## config.mk

```make
export PLATFORM = sky130hd
export DESIGN_NAME = mem_arbiter_flat
export DESIGN_NICKNAME = d
export VERILOG_FILES = /design/src/rtl/mem_arbiter_if.sv /design/src/rtl/mem_arbiter.sv /design/src/flat_wrapper.sv
export SDC_FILE = /design/constraint.sdc
export NUM_CORES = 1
export LEC_CHECK = 0
export ABC_AREA = 1
export CAP_MARGIN = 20
export CORE_MARGIN = 5
export CORE_UTILIZATION = 38
export CTS_CLUSTER_SIZE = 24
export DETAILED_ROUTE_END_ITERATION = 12
export GPL_TIMING_DRIVEN = 1
export HOLD_SLACK_MARGIN = 0.1
export PLACE_DENSITY = 0.86
export SYNTH_ARGS = -nofsm -noshare
export SYNTH_HDL_FRONTEND = slang
export SYNTH_SLANG_ARGS = --single-unit
```

## constraint.sdc

```tcl
create_clock -name clk -period 1.4 [get_ports clk]
set_clock_uncertainty 0.1 [all_clocks]
set_input_delay 0.14 -clock clk [delete_from_list [all_inputs] [get_ports clk]]
set_output_delay 0.14 -clock clk [all_outputs]
set_load 0.01 [all_outputs]
```

## src/rtl/mem_arbiter_if.sv

```systemverilog
// Bundle of requester, shared-memory and status signals around the fetch/data arbiter.
// The arbiter takes the slave view; the environment driving it takes the master view.
interface mem_arbiter_if;
  logic        hlt;
  logic        i_req;
  logic [15:0] i_addr;
  logic        i_ack;
  logic [15:0] i_rdata;
  logic        d_req;
  logic        d_we;
  logic [15:0] d_addr;
  logic [15:0] d_wdata;
  logic        d_ack;
  logic [15:0] d_rdata;
  logic        mem_req;
  logic        mem_we;
  logic [15:0] mem_addr;
  logic [15:0] mem_wdata;
  logic [15:0] mem_rdata;
  logic        mem_ack;
  logic        idle;

  modport slave (
    input  hlt, i_req, i_addr, d_req, d_we, d_addr, d_wdata, mem_rdata, mem_ack,
    output i_ack, i_rdata, d_ack, d_rdata, mem_req, mem_we, mem_addr, mem_wdata, idle
  );

  modport master (
    output hlt, i_req, i_addr, d_req, d_we, d_addr, d_wdata, mem_rdata, mem_ack,
    input  i_ack, i_rdata, d_ack, d_rdata, mem_req, mem_we, mem_addr, mem_wdata, idle
  );
endinterface

```

## src/rtl/mem_arbiter.sv

```systemverilog
// Arbitrates a fetch port and a data port onto one shared memory port, one transaction
// at a time; data wins ties unless fetch has waited through STARVE_LIM data grants.
module mem_arbiter #(
  parameter int STARVE_LIM = 4
) (
  input  logic         clk,
  input  logic         rst_n,
  mem_arbiter_if.slave bus
);

  typedef enum logic [1:0] {IDLE, BUSY_I, BUSY_D, RESP} state_t;

  localparam logic [2:0] LIM = 3'(STARVE_LIM);

  state_t      state_q, state_d;
  logic [2:0]  starve_q, starve_d;
  logic        mem_req_q, mem_req_d;
  logic        mem_we_q, mem_we_d;
  logic [15:0] mem_addr_q, mem_addr_d;
  logic [15:0] mem_wdata_q, mem_wdata_d;
  logic        i_ack_q, i_ack_d;
  logic        d_ack_q, d_ack_d;
  logic [15:0] i_rdata_q, i_rdata_d;
  logic [15:0] d_rdata_q, d_rdata_d;
  logic        idle_q, idle_d;
  logic        data_wins;

  always_comb begin
    state_d     = state_q;
    starve_d    = starve_q;
    mem_req_d   = mem_req_q;
    mem_we_d    = mem_we_q;
    mem_addr_d  = mem_addr_q;
    mem_wdata_d = mem_wdata_q;
    i_ack_d     = 1'b0;
    d_ack_d     = 1'b0;
    i_rdata_d   = i_rdata_q;
    d_rdata_d   = d_rdata_q;
    data_wins   = bus.d_req && !(bus.i_req && (starve_q == LIM));

    case (state_q)
      IDLE: begin
        if (!bus.hlt && (bus.i_req || bus.d_req)) begin
          mem_req_d = 1'b1;
          if (data_wins) begin
            state_d     = BUSY_D;
            mem_we_d    = bus.d_we;
            mem_addr_d  = bus.d_addr;
            mem_wdata_d = bus.d_wdata;
            // Only data grants that leave a fetch waiting count towards starvation.
            if (!bus.i_req) begin
              starve_d = 3'd0;
            end else if (starve_q != LIM) begin
              starve_d = starve_q + 3'd1;
            end
          end else begin
            state_d     = BUSY_I;
            mem_we_d    = 1'b0;
            mem_addr_d  = bus.i_addr;
            mem_wdata_d = 16'h0000;
            starve_d    = 3'd0;
          end
        end
      end
      BUSY_I: begin
        if (bus.mem_ack) begin
          state_d   = RESP;
          mem_req_d = 1'b0;
          i_ack_d   = 1'b1;
          i_rdata_d = bus.mem_rdata;
        end
      end
      BUSY_D: begin
        if (bus.mem_ack) begin
          state_d   = RESP;
          mem_req_d = 1'b0;
          d_ack_d   = 1'b1;
          if (!mem_we_q) begin
            d_rdata_d = bus.mem_rdata;
          end
        end
      end
      RESP:    state_d = IDLE;
      default: state_d = IDLE;
    endcase

    idle_d = (state_d == IDLE);
  end

  always_ff @(posedge clk or negedge rst_n) begin
    if (!rst_n) begin
      state_q     <= IDLE;
      starve_q    <= 3'd0;
      mem_req_q   <= 1'b0;
      mem_we_q    <= 1'b0;
      mem_addr_q  <= 16'h0000;
      mem_wdata_q <= 16'h0000;
      i_ack_q     <= 1'b0;
      d_ack_q     <= 1'b0;
      i_rdata_q   <= 16'h0000;
      d_rdata_q   <= 16'h0000;
      idle_q      <= 1'b1;
    end else begin
      state_q     <= state_d;
      starve_q    <= starve_d;
      mem_req_q   <= mem_req_d;
      mem_we_q    <= mem_we_d;
      mem_addr_q  <= mem_addr_d;
      mem_wdata_q <= mem_wdata_d;
      i_ack_q     <= i_ack_d;
      d_ack_q     <= d_ack_d;
      i_rdata_q   <= i_rdata_d;
      d_rdata_q   <= d_rdata_d;
      idle_q      <= idle_d;
    end
  end

  assign bus.mem_req   = mem_req_q;
  assign bus.mem_we    = mem_we_q;
  assign bus.mem_addr  = mem_addr_q;
  assign bus.mem_wdata = mem_wdata_q;
  assign bus.i_ack     = i_ack_q;
  assign bus.d_ack     = d_ack_q;
  assign bus.i_rdata   = i_rdata_q;
  assign bus.d_rdata   = d_rdata_q;
  assign bus.idle      = idle_q;

endmodule

```

## src/flat_wrapper.sv

```systemverilog
// flat-port wrapper written by rule: the top's interface ports become plain ports
module mem_arbiter_flat 
#(
  parameter int STARVE_LIM = 4
)
  (clk, rst_n, bus_hlt, bus_i_req, bus_i_addr, bus_d_req, bus_d_we, bus_d_addr, bus_d_wdata, bus_mem_rdata, bus_mem_ack, bus_i_ack, bus_i_rdata, bus_d_ack, bus_d_rdata, bus_mem_req, bus_mem_we, bus_mem_addr, bus_mem_wdata, bus_idle);
  mem_arbiter_if bus_i ();
  input  logic clk;
  input  logic rst_n;
  input wire logic [$bits(bus_i.hlt)-1:0] bus_hlt;
  input wire logic [$bits(bus_i.i_req)-1:0] bus_i_req;
  input wire logic [$bits(bus_i.i_addr)-1:0] bus_i_addr;
  input wire logic [$bits(bus_i.d_req)-1:0] bus_d_req;
  input wire logic [$bits(bus_i.d_we)-1:0] bus_d_we;
  input wire logic [$bits(bus_i.d_addr)-1:0] bus_d_addr;
  input wire logic [$bits(bus_i.d_wdata)-1:0] bus_d_wdata;
  input wire logic [$bits(bus_i.mem_rdata)-1:0] bus_mem_rdata;
  input wire logic [$bits(bus_i.mem_ack)-1:0] bus_mem_ack;
  output wire logic [$bits(bus_i.i_ack)-1:0] bus_i_ack;
  output wire logic [$bits(bus_i.i_rdata)-1:0] bus_i_rdata;
  output wire logic [$bits(bus_i.d_ack)-1:0] bus_d_ack;
  output wire logic [$bits(bus_i.d_rdata)-1:0] bus_d_rdata;
  output wire logic [$bits(bus_i.mem_req)-1:0] bus_mem_req;
  output wire logic [$bits(bus_i.mem_we)-1:0] bus_mem_we;
  output wire logic [$bits(bus_i.mem_addr)-1:0] bus_mem_addr;
  output wire logic [$bits(bus_i.mem_wdata)-1:0] bus_mem_wdata;
  output wire logic [$bits(bus_i.idle)-1:0] bus_idle;
  assign bus_i.hlt = bus_hlt;
  assign bus_i.i_req = bus_i_req;
  assign bus_i.i_addr = bus_i_addr;
  assign bus_i.d_req = bus_d_req;
  assign bus_i.d_we = bus_d_we;
  assign bus_i.d_addr = bus_d_addr;
  assign bus_i.d_wdata = bus_d_wdata;
  assign bus_i.mem_rdata = bus_mem_rdata;
  assign bus_i.mem_ack = bus_mem_ack;
  assign bus_i_ack = bus_i.i_ack;
  assign bus_i_rdata = bus_i.i_rdata;
  assign bus_d_ack = bus_i.d_ack;
  assign bus_d_rdata = bus_i.d_rdata;
  assign bus_mem_req = bus_i.mem_req;
  assign bus_mem_we = bus_i.mem_we;
  assign bus_mem_addr = bus_i.mem_addr;
  assign bus_mem_wdata = bus_i.mem_wdata;
  assign bus_idle = bus_i.idle;
  mem_arbiter #(.STARVE_LIM(STARVE_LIM)) u_core (.clk(clk), .rst_n(rst_n), .bus(bus_i));
endmodule
```

# ---- Word-level counts from Yosys, hierarchy flattened
# Cells that the tools add are included.
dict set report word_totals {
  ff_bits 74
  in_bits 71
  output_inout_bits 69
  elab_cells 52
}
dict set report classes {
  addsub 1
  n_eq_ne 8
  mux 16
  bitwise 1
  n_reduce_logical 15
}
# cell n
set ops {}
lappend ops {{$mux 16} 2}
lappend ops {{$mux 3} 3}
lappend ops {{$reduce_and 3->1} 3}
lappend ops {{$mux 1} 6}
lappend ops {{$mux 2} 3}
lappend ops {{$ne 3x3->1 const B} 2}
lappend ops {{$pmux 2 s3} 1}
lappend ops {{$eq 2x2->1 const B} 2}
lappend ops {{$logic_not 2->1} 2}
lappend ops {{$ne 2x1->1 const B} 2}
lappend ops {{$reduce_and 2->1} 2}
lappend ops {{$add 3x1->3 const B} 1}
lappend ops {{$eq 3x3->1 const B} 1}
lappend ops {{$logic_and 1x1->1} 3}
lappend ops {{$eq 2x1->1 const B} 1}
lappend ops {{$logic_not 1->1} 2}
lappend ops {{$pmux 1 s2} 1}
lappend ops {{$reduce_bool 2->1} 1}
lappend ops {{$reduce_or 2->1} 1}
lappend ops {{$logic_or 1x1->1} 1}
lappend ops {{$not 1->1} 1}

# ---- Logic depth before layout (Yosys ltp)
# Gate-level depths: netlist of run 1.
dict set report depth {
  word_depth 8
  depth_mapped 9
  ltp_nobuf 8
}

# ---- Least setup slack after synthesis of run 1
# OpenSTA, ideal clock, no wires.
dict set report synth_path {
  path_kind {reg-to-reg}
  start {register u_core.state_q[0]}
  end {register u_core.mem_addr_q[0], in the netlist u_core.bus.mem_addr[0]}
  setup_time_ps 124
  arrival_ps 1270
  required_time_ps 1176
  setup_slack_ps -94
  stages_incl_launch_ff 10
  n_path_buf 2
  synth_period_minus_slack_ps 1494
  cell_sequence {dfrtp_1 > inv_1 > ha_1 > inv_1 > nor2_4 > inv_2 > buf_6 > buf_6 > nand2_1 > nand2_1}
}
dict set report synth_between {
  elab_chain_len 2
}
# item line_no
set synth_lines {}
lappend synth_lines {{start, declared} mem_arbiter.sv:15} ;# state_t state_q, state_d;
lappend synth_lines {{start signal, assigned} mem_arbiter.sv:104} ;# state_q <= state_d;
lappend synth_lines {{$logic_not 2->1} mem_arbiter.sv:41} ;# case (state_q)
lappend synth_lines {{$reduce_and 2->1 (no line)} n/a}
lappend synth_lines {{end signal, assigned} mem_arbiter.sv:108} ;# mem_addr_q <= mem_addr_d;
lappend synth_lines {{end, declared} mem_arbiter.sv:19} ;# logic [15:0] mem_addr_q, mem_addr_d;
# No other way between the ends.
# A chain may end at the register's enable or synchronous reset.

# ---- Worst setup path in the final report of run 1
dict set report layout_path {
  start {register u_core.starve_q[0]}
  end {register u_core.mem_addr_q[4], in the netlist u_core.bus.mem_addr[4]}
}
dict set report layout_between {
  elab_chain_len 5
}
# item line_no
set layout_lines {}
lappend layout_lines {{start, declared} mem_arbiter.sv:16} ;# logic [2:0] starve_q, starve_d;
lappend layout_lines {{start signal, assigned} mem_arbiter.sv:105} ;# starve_q <= starve_d;
lappend layout_lines {{$eq 3x3->1} mem_arbiter.sv:39} ;# data_wins = bus.d_req && !(bus.i_req && (starve_q == LIM));
lappend layout_lines {{$logic_and 1x1->1} mem_arbiter.sv:39}
lappend layout_lines {{$logic_not 1->1} mem_arbiter.sv:39}
lappend layout_lines {{$logic_and 1x1->1} mem_arbiter.sv:39}
lappend layout_lines {{$mux 16} mem_arbiter.sv:45} ;# if (data_wins) begin
# No other way between the ends.

==> flow_metrics.env, run 1 <==
export IMPL_crit_top_cell="buf_12"
export IMPL_finalCritPeriodShare=1.08
export IMPL_pwr_density_cell_nw_per_um2=1830
export IMPL_dp_cells=601
export IMPL_required_ps=1500
export IMPL_synth_warnings=0
export IMPL_r2r_slack_ps=-110
export IMPL_ys_seq_elements=74
export IMPL_layout_drive_gt1_share=0.212
export IMPL_synth_common_cells="nand2_1 (127), dfrtp_1 (73), inv_1 (43)"
export IMPL_place_hpwl_um=6640
export IMPL_hold_class="in -> async"
export IMPL_dr_pass1_iters=4
export IMPL_fmaxAchievable_mhz=663
export IMPL_hold_viol=0
export IMPL_avgSynthCellArea_sq_um=8.89
export IMPL_final_min_clock_period_ps=1510
export IMPL_grt_max_degree=38
export IMPL_clk_pin_slew_ps=80
export IMPL_cpPeakStageDelay_ps=400
export IMPL_rows=33
export IMPL_status="finished with violations"
export IMPL_grt_pass1_wl_um=15000
export IMPL_violations="setup timing"
export IMPL_p_leak_nw=2.98
export IMPL_final_antenna_net_count=0
export IMPL_synth_area_leader_cell="dfrtp_1"
export IMPL_cts_tree="built"
export IMPL_drt_iter0_drc=80
export IMPL_core_sq_um=8180
export IMPL_fin_ws_ps=-109
export IMPL_critPathArrivalTime_ps=1610
export IMPL_io_pins=140
export IMPL_yosysSeqAreaShare=0.586
export IMPL_path_cells="inv_2, ha_4, nand3_4, nand2_4, buf_12, buf_12, nand2_2, o211ai_1, nand2_1"
export IMPL_clk_latency_ps=330
export IMPL_cts_max_level=3
export IMPL_vias=3248
export IMPL_slew_headroom=0.696
export IMPL_power_mw=10.4
export IMPL_antenna_found_initial=0
export IMPL_start_kind="flip-flop"
export IMPL_portBuffers=139
export IMPL_setup_viol=47
export IMPL_synthCells=356
export IMPL_rr_startpoint="u_core.starve_q[0]"
export IMPL_gr_usage_all_layers=0.185
export IMPL_finalMaxSlewViolations=0
export IMPL_wl_per_cell_um=17.8
export IMPL_cts_num_sinks=74
export IMPL_async_flop_share=1.00
export IMPL_r2r_cells=9
export IMPL_grt_pass1_vias=3109
export IMPL_rsz0062_at_grt="yes"
export IMPL_syn2layout_area_growth_pct=79.4
export IMPL_clock_path_buffers=2
export IMPL_reg2reg_to="u_core.bus.mem_addr[4]"
export IMPL_whs_ps=251
export IMPL_drc=0
export IMPL_critical_path_slowest_cell="dfrtp_1"
export IMPL_end_kind="flip-flop"
export IMPL_layout_cells_non_filler=651
export IMPL_ys_flop_type="dfrtp_1"
export IMPL_antenna_cells=0
export IMPL_overflow=0
export IMPL_place_gp_congestion=0.794
export IMPL_synth_top_area_share=0.577
export IMPL_syn_area_sq_um=3160
export IMPL_die_area_sq_um=10300
export IMPL_synth_most_common_cell="nand2_1"
export IMPL_peakVddDrop_v=0.000923
export IMPL_path_class="reg -> reg"
export IMPL_cap_violations=0
export IMPL_ys_types=18
export IMPL_die_w_um=101
export IMPL_tightest_slew_ps=455
export IMPL_syn_nets=434
export IMPL_synth_area_leaders="dfrtp_1 (58%), nand2_1 (15%), o21ai_0 (5.9%), inv_1 (5.1%), nand3_1 (4.0%)"
export IMPL_critical_path_max_fanout=6
export IMPL_initial_core_util=0.387
export IMPL_synth_edf_count=0
export IMPL_wl_um=11600
export IMPL_drt_vias_per_instance=4.99
export IMPL_root_buffer="clkbuf_8"
export IMPL_numCtsBuffers=9
export IMPL_nets=619
export IMPL_die_y_um=101
-- flip-flops by register name, indices dropped and copies added (netlist names) --
name                  cells
u_core.bus.d_rdata       16
u_core.bus.i_rdata       16
u_core.bus.mem_addr      16
u_core.bus.mem_wdata     16
u_core.starve_q           3
u_core.state_q            2
u_core.bus.d_ack          1
u_core.bus.i_ack          1
u_core.bus.idle           1
u_core.bus.mem_req        1
u_core.bus.mem_we         1
-- stage by stage --
| step | setup WS, ps | utilization | instance area (sq um) | TNS [ps] |
|---|---|---|---|---|
| after global placement | -143 | 0.589 | 4810 | -3650 |
| after detailed placement | -224 | 0.589 | 4810 | -5240 |
| after CTS | -60.9 | 0.631 | 5150 | -625 |
| final | -109 | 0.694 | 5680 | -2410 |
| after floorplan | -10.7 | - | 3180 | -96.7 |
| after global routing | -190 | 0.694 | 5680 | -7230 |
-- per-layer routing --
layer,wire length (um),track usage
met2,5980,0.312
met4,239,0.0603
met5,0,0
met1,4370,0.224
met3,1030,0.0606
-- cell type report --
cell class,count,area [sq um]
clock buffers,11,151
repair buffers,190,2030
multi-input cells,219,1240
flip-flops and latches,74,1850
inverters,45,198
clock inverters,5,52.6
repair inverters,2,22.5
fillers,616,2500
well taps,105,131
-- worst max-delay path by stage --
stage                             startpoint                      to  slack [ps]  cells past startpoint
after floorplan            u_core.state_q[1]  u_core.bus.mem_addr[0]         -10                      9
after global placement             bus_i_req      u_core.starve_q[2]        -140                      6
after detailed placement           bus_i_req      u_core.starve_q[2]        -220                      6
after CTS                 u_core.starve_q[0]  u_core.bus.mem_addr[3]         -60                      8
after global routing      u_core.starve_q[0]  u_core.bus.mem_addr[4]        -190                      9
final                     u_core.starve_q[0]  u_core.bus.mem_addr[4]        -110                      9
-- cells by family (layout without fill, tap and decap cells) --
logic type | Yosys count | count (layout) | synth area share
simple gates | 156 | 156 | 0.198
fa+ha+maj | 7 | 7 | 0.0277
flops | 74 | 74 | 0.586
compound gates | 55 | 55 | 0.101
xor+xnor | 1 | 1 | 0.00277
buf+inv | 63 | 253 | 0.0850
-- placed cells by master, fill, tap and decap left out, types with 2 or more instances in the layout --
cell type        instances
nand3_1                 19
o21ai_1                 25
clkbuf_16                9
o21ai_2                  3
dlygate4sd3_1            2
nand2_4                  5
inv_8                    2
inv_2                    6
nand2_1                103
buf_12                   8
buf_6                    8
ha_4                     3
dfrtp_1                 73
buf_4                   22
nand3_2                  3
clkbuf_8                11
clkinv_2                 3
nand3_4                  3
o21ai_0                 11
nand2_2                 19
inv_1                   37
o211ai_1                16
dlygate4sd2_1           69
ha_1                     4
clkdlybuf4s50_1         69
buf_16                   2
-- worst max-delay path, delay by kind of cell, from the launching register on --
kind	cells	cell delay (ps)
DFF	1	400
AOI/OAI and AO/OA	1	90
buffers and inverters	3	350
and+or+nand+nor	4	300
adders and majority gates	1	140
-- where the power goes --
part / total, mW / internal (mW) / switching, mW
Combinational: 4.97 / 2.46 / 2.51
Clock: 1.68 / 0.912 / 0.770
Sequential: 3.71 / 3.13 / 0.577
-- timing repair --
action | CTS | global route
buffers inserted | 8 | 7
setup endpoints to repair | 121 | 69
pin swaps | 8 | 21
hold buffers | 2 | 0
resized for setup | 97 | 66
gates cloned | 3 | 14
endpoints found under the hold margin | 74 | 0
(Power assumes the default switching activity.)
==> run 2: changes to the inputs <==
--- a/config.mk
+++ b/config.mk
@@ -13,6 +13,7 @@
 export DETAILED_ROUTE_END_ITERATION = 12
 export GPL_TIMING_DRIVEN = 1
 export HOLD_SLACK_MARGIN = 0.1
+export MAX_ROUTING_LAYER = met4
 export PLACE_DENSITY = 0.86
 export SYNTH_ARGS = -nofsm -noshare
 export SYNTH_HDL_FRONTEND = slang
==> run 2 against run 1 <==
Effect of this change: the run still ends with setup timing left; worst hold slack worse by 19 ps; worst setup slack worse by 19 ps; non-clock buffer count stayed put; die area stayed put; maximum frequency is 1.3% lower; global-route usage is 3.2 points higher; power is 12% higher; sequential cell count stayed put; critical path type unchanged; critical endpoint unchanged; largest power group unchanged.
==> flow_metrics.env, run 2 (synthesis gave the netlist of run 1 again) <==
export IMPL_grt_pass1_vias=3316
export IMPL_slew_headroom=0.641
export IMPL_nets=617
export IMPL_intPower_mw=7.14
export IMPL_wl_um=11800
export IMPL_root_buffer="clkbuf_8"
export IMPL_syn2layout_area_growth_pct=88.5
export IMPL_grt_max_degree=38
export IMPL_switching_power_mw=4.44
export IMPL_path_class="reg -> reg"
export IMPL_initial_core_util=0.387
export IMPL_place_gp_congestion=0.844
export IMPL_finalMaxSlewViolations=0
export IMPL_place_hpwl_um=6550
export IMPL_pwr_share_clk=0.161
export IMPL_required_ps=1510
export IMPL_layout_drive_gt1_share=0.303
export IMPL_p_seq_frac=0.337
export IMPL_fin_ws_ps=-128
export IMPL_critical_path_max_fanout=11
export IMPL_pwr_density_cell_nw_per_um2=1940
export IMPL_utilization=0.729
export IMPL_rr_startpoint="u_core.starve_q[1]"
export IMPL_p_leak_nw=3.04
export IMPL_grt_pass1_wl_um=16800
export IMPL_fmaxAchievable_mhz=654
export IMPL_violations="setup timing"
export IMPL_antenna_cells=0
export IMPL_hold_class="in -> async"
export IMPL_cts_tree="built"
export IMPL_power_mw=11.6
export IMPL_die_y_um=101
export IMPL_final_cell_mix="dfrtp_1 (73), clkdlybuf4s50_1 (69), dlygate4sd2_1 (69)"
export IMPL_tightest_slew_ps=539
export IMPL_sw_frac_of_total=0.384
export IMPL_antenna_found_initial=0
export IMPL_final_common_cell="dfrtp_1"
export IMPL_whs_ps=233
export IMPL_critPathArrivalTime_ps=1640
export IMPL_drc=0
export IMPL_core_sq_um=8180
export IMPL_drt_iter0_drc=101
export IMPL_clk_pin_slew_ps=90
export IMPL_die_area_sq_um=10300
export IMPL_rows=33
export IMPL_combPwrFrac=0.501
export IMPL_rsz0062_at_grt="yes"
export IMPL_setup_viol=60
export IMPL_finalCritPeriodShare=1.09
export IMPL_clock_path_buffers=2
export IMPL_drt_vias_per_instance=5.00
export IMPL_overflow=0
export IMPL_cts_num_sinks=74
export IMPL_gr_usage_all_layers=0.217
export IMPL_crit_start="u_core.starve_q[1]"
export IMPL_status="finished with violations"
export IMPL_peakVddDrop_v=0.000918
export IMPL_portBuffers=139
export IMPL_io_pins=140
export IMPL_numCtsBuffers=9
export IMPL_cts_max_level=3
export IMPL_end_kind="flip-flop"
export IMPL_final_min_clock_period_ps=1530
export IMPL_final_antenna_net_count=0
export IMPL_hold_viol=0
export IMPL_vias=3246
export IMPL_start_kind="flip-flop"
export IMPL_wl_per_cell_um=18.2
export IMPL_die_w_um=101
export IMPL_clk_latency_ps=340
export IMPL_cap_violations=0
export IMPL_setup_tns_ps=-3580
export IMPL_dr_pass1_iters=4
## run 2: routing by layer
layer | global-route usage | share of wire | wire (um) | up-vias
li1 | - | - | - | 1499
met1 | 0.252 | 0.37 | 4430 | 1572
met2 | 0.367 | 0.53 | 6200 | 160
met3 | 0.0544 | 0.085 | 1010 | 15
met4 | 0.0716 | 0.014 | 170 | 0
met5 | - | 0 | 0 | -
## run 2: worst paths after layout
kind	endpoint	slack, ps	depth (start not counted)
setup / recovery	u_core.bus.mem_addr[4]	-130	7
hold / removal	u_core.bus.idle	230	2
setup reg to reg	u_core.bus.mem_addr[4]	-130	7
hold reg to reg	u_core.bus.mem_req	380	2
max in group asynchronous	u_core.starve_q[0]	250	3
min in group clk	u_core.bus.d_rdata[7]	260	3
## run 2: power groups by stage
stage	sequential, mW	clock (mW)	combinational, mW
after global placement	3.69	0	4.43
after floorplan	4.12	0	1.39
after detailed placement	3.70	0	4.60
after global routing	4.03	1.99	6.25
final	3.91	1.87	5.81
after CTS	3.69	1.89	4.72
## run 2: stage by stage
stage	instances	instance area [sq um]	setup slack, ps
floorplan	356	3180	-10.7
global placement	600	4810	-144
detailed placement	600	4810	-219
CTS	638	5450	-105
global route	649	5960	-203
finish	649	5960	-128
## run 2: area by class of cell
type | count | area (sq um)
Fill cell | 557 | 2210
Timing Repair Buffer | 190 | 2050
Sequential cell | 74 | 1850
Multi-Input combinational cell | 219 | 1520
Inverter | 45 | 189
Tap cell | 105 | 131
Clock buffer | 9 | 124
Clock inverter | 7 | 101
## run 2: what timing repair did
action / in CTS / in global routing
resized for setup: 127 / 120
pin swaps: 12 / 10
endpoints found under the hold margin: 74 / 0
hold buffers: 3 / 0
setup buffers: 12 / 8
setup endpoints to repair: 118 / 76
gates cloned: 8 / 6
## run 2: critical path: stages, from the launching register on
cell and delay [ps]:
dfrtp_1 380, inv_2 60, ha_4 170, nand3_4 80, nand2_8 100, buf_12 170
o211ai_1 230, nand2_1 100
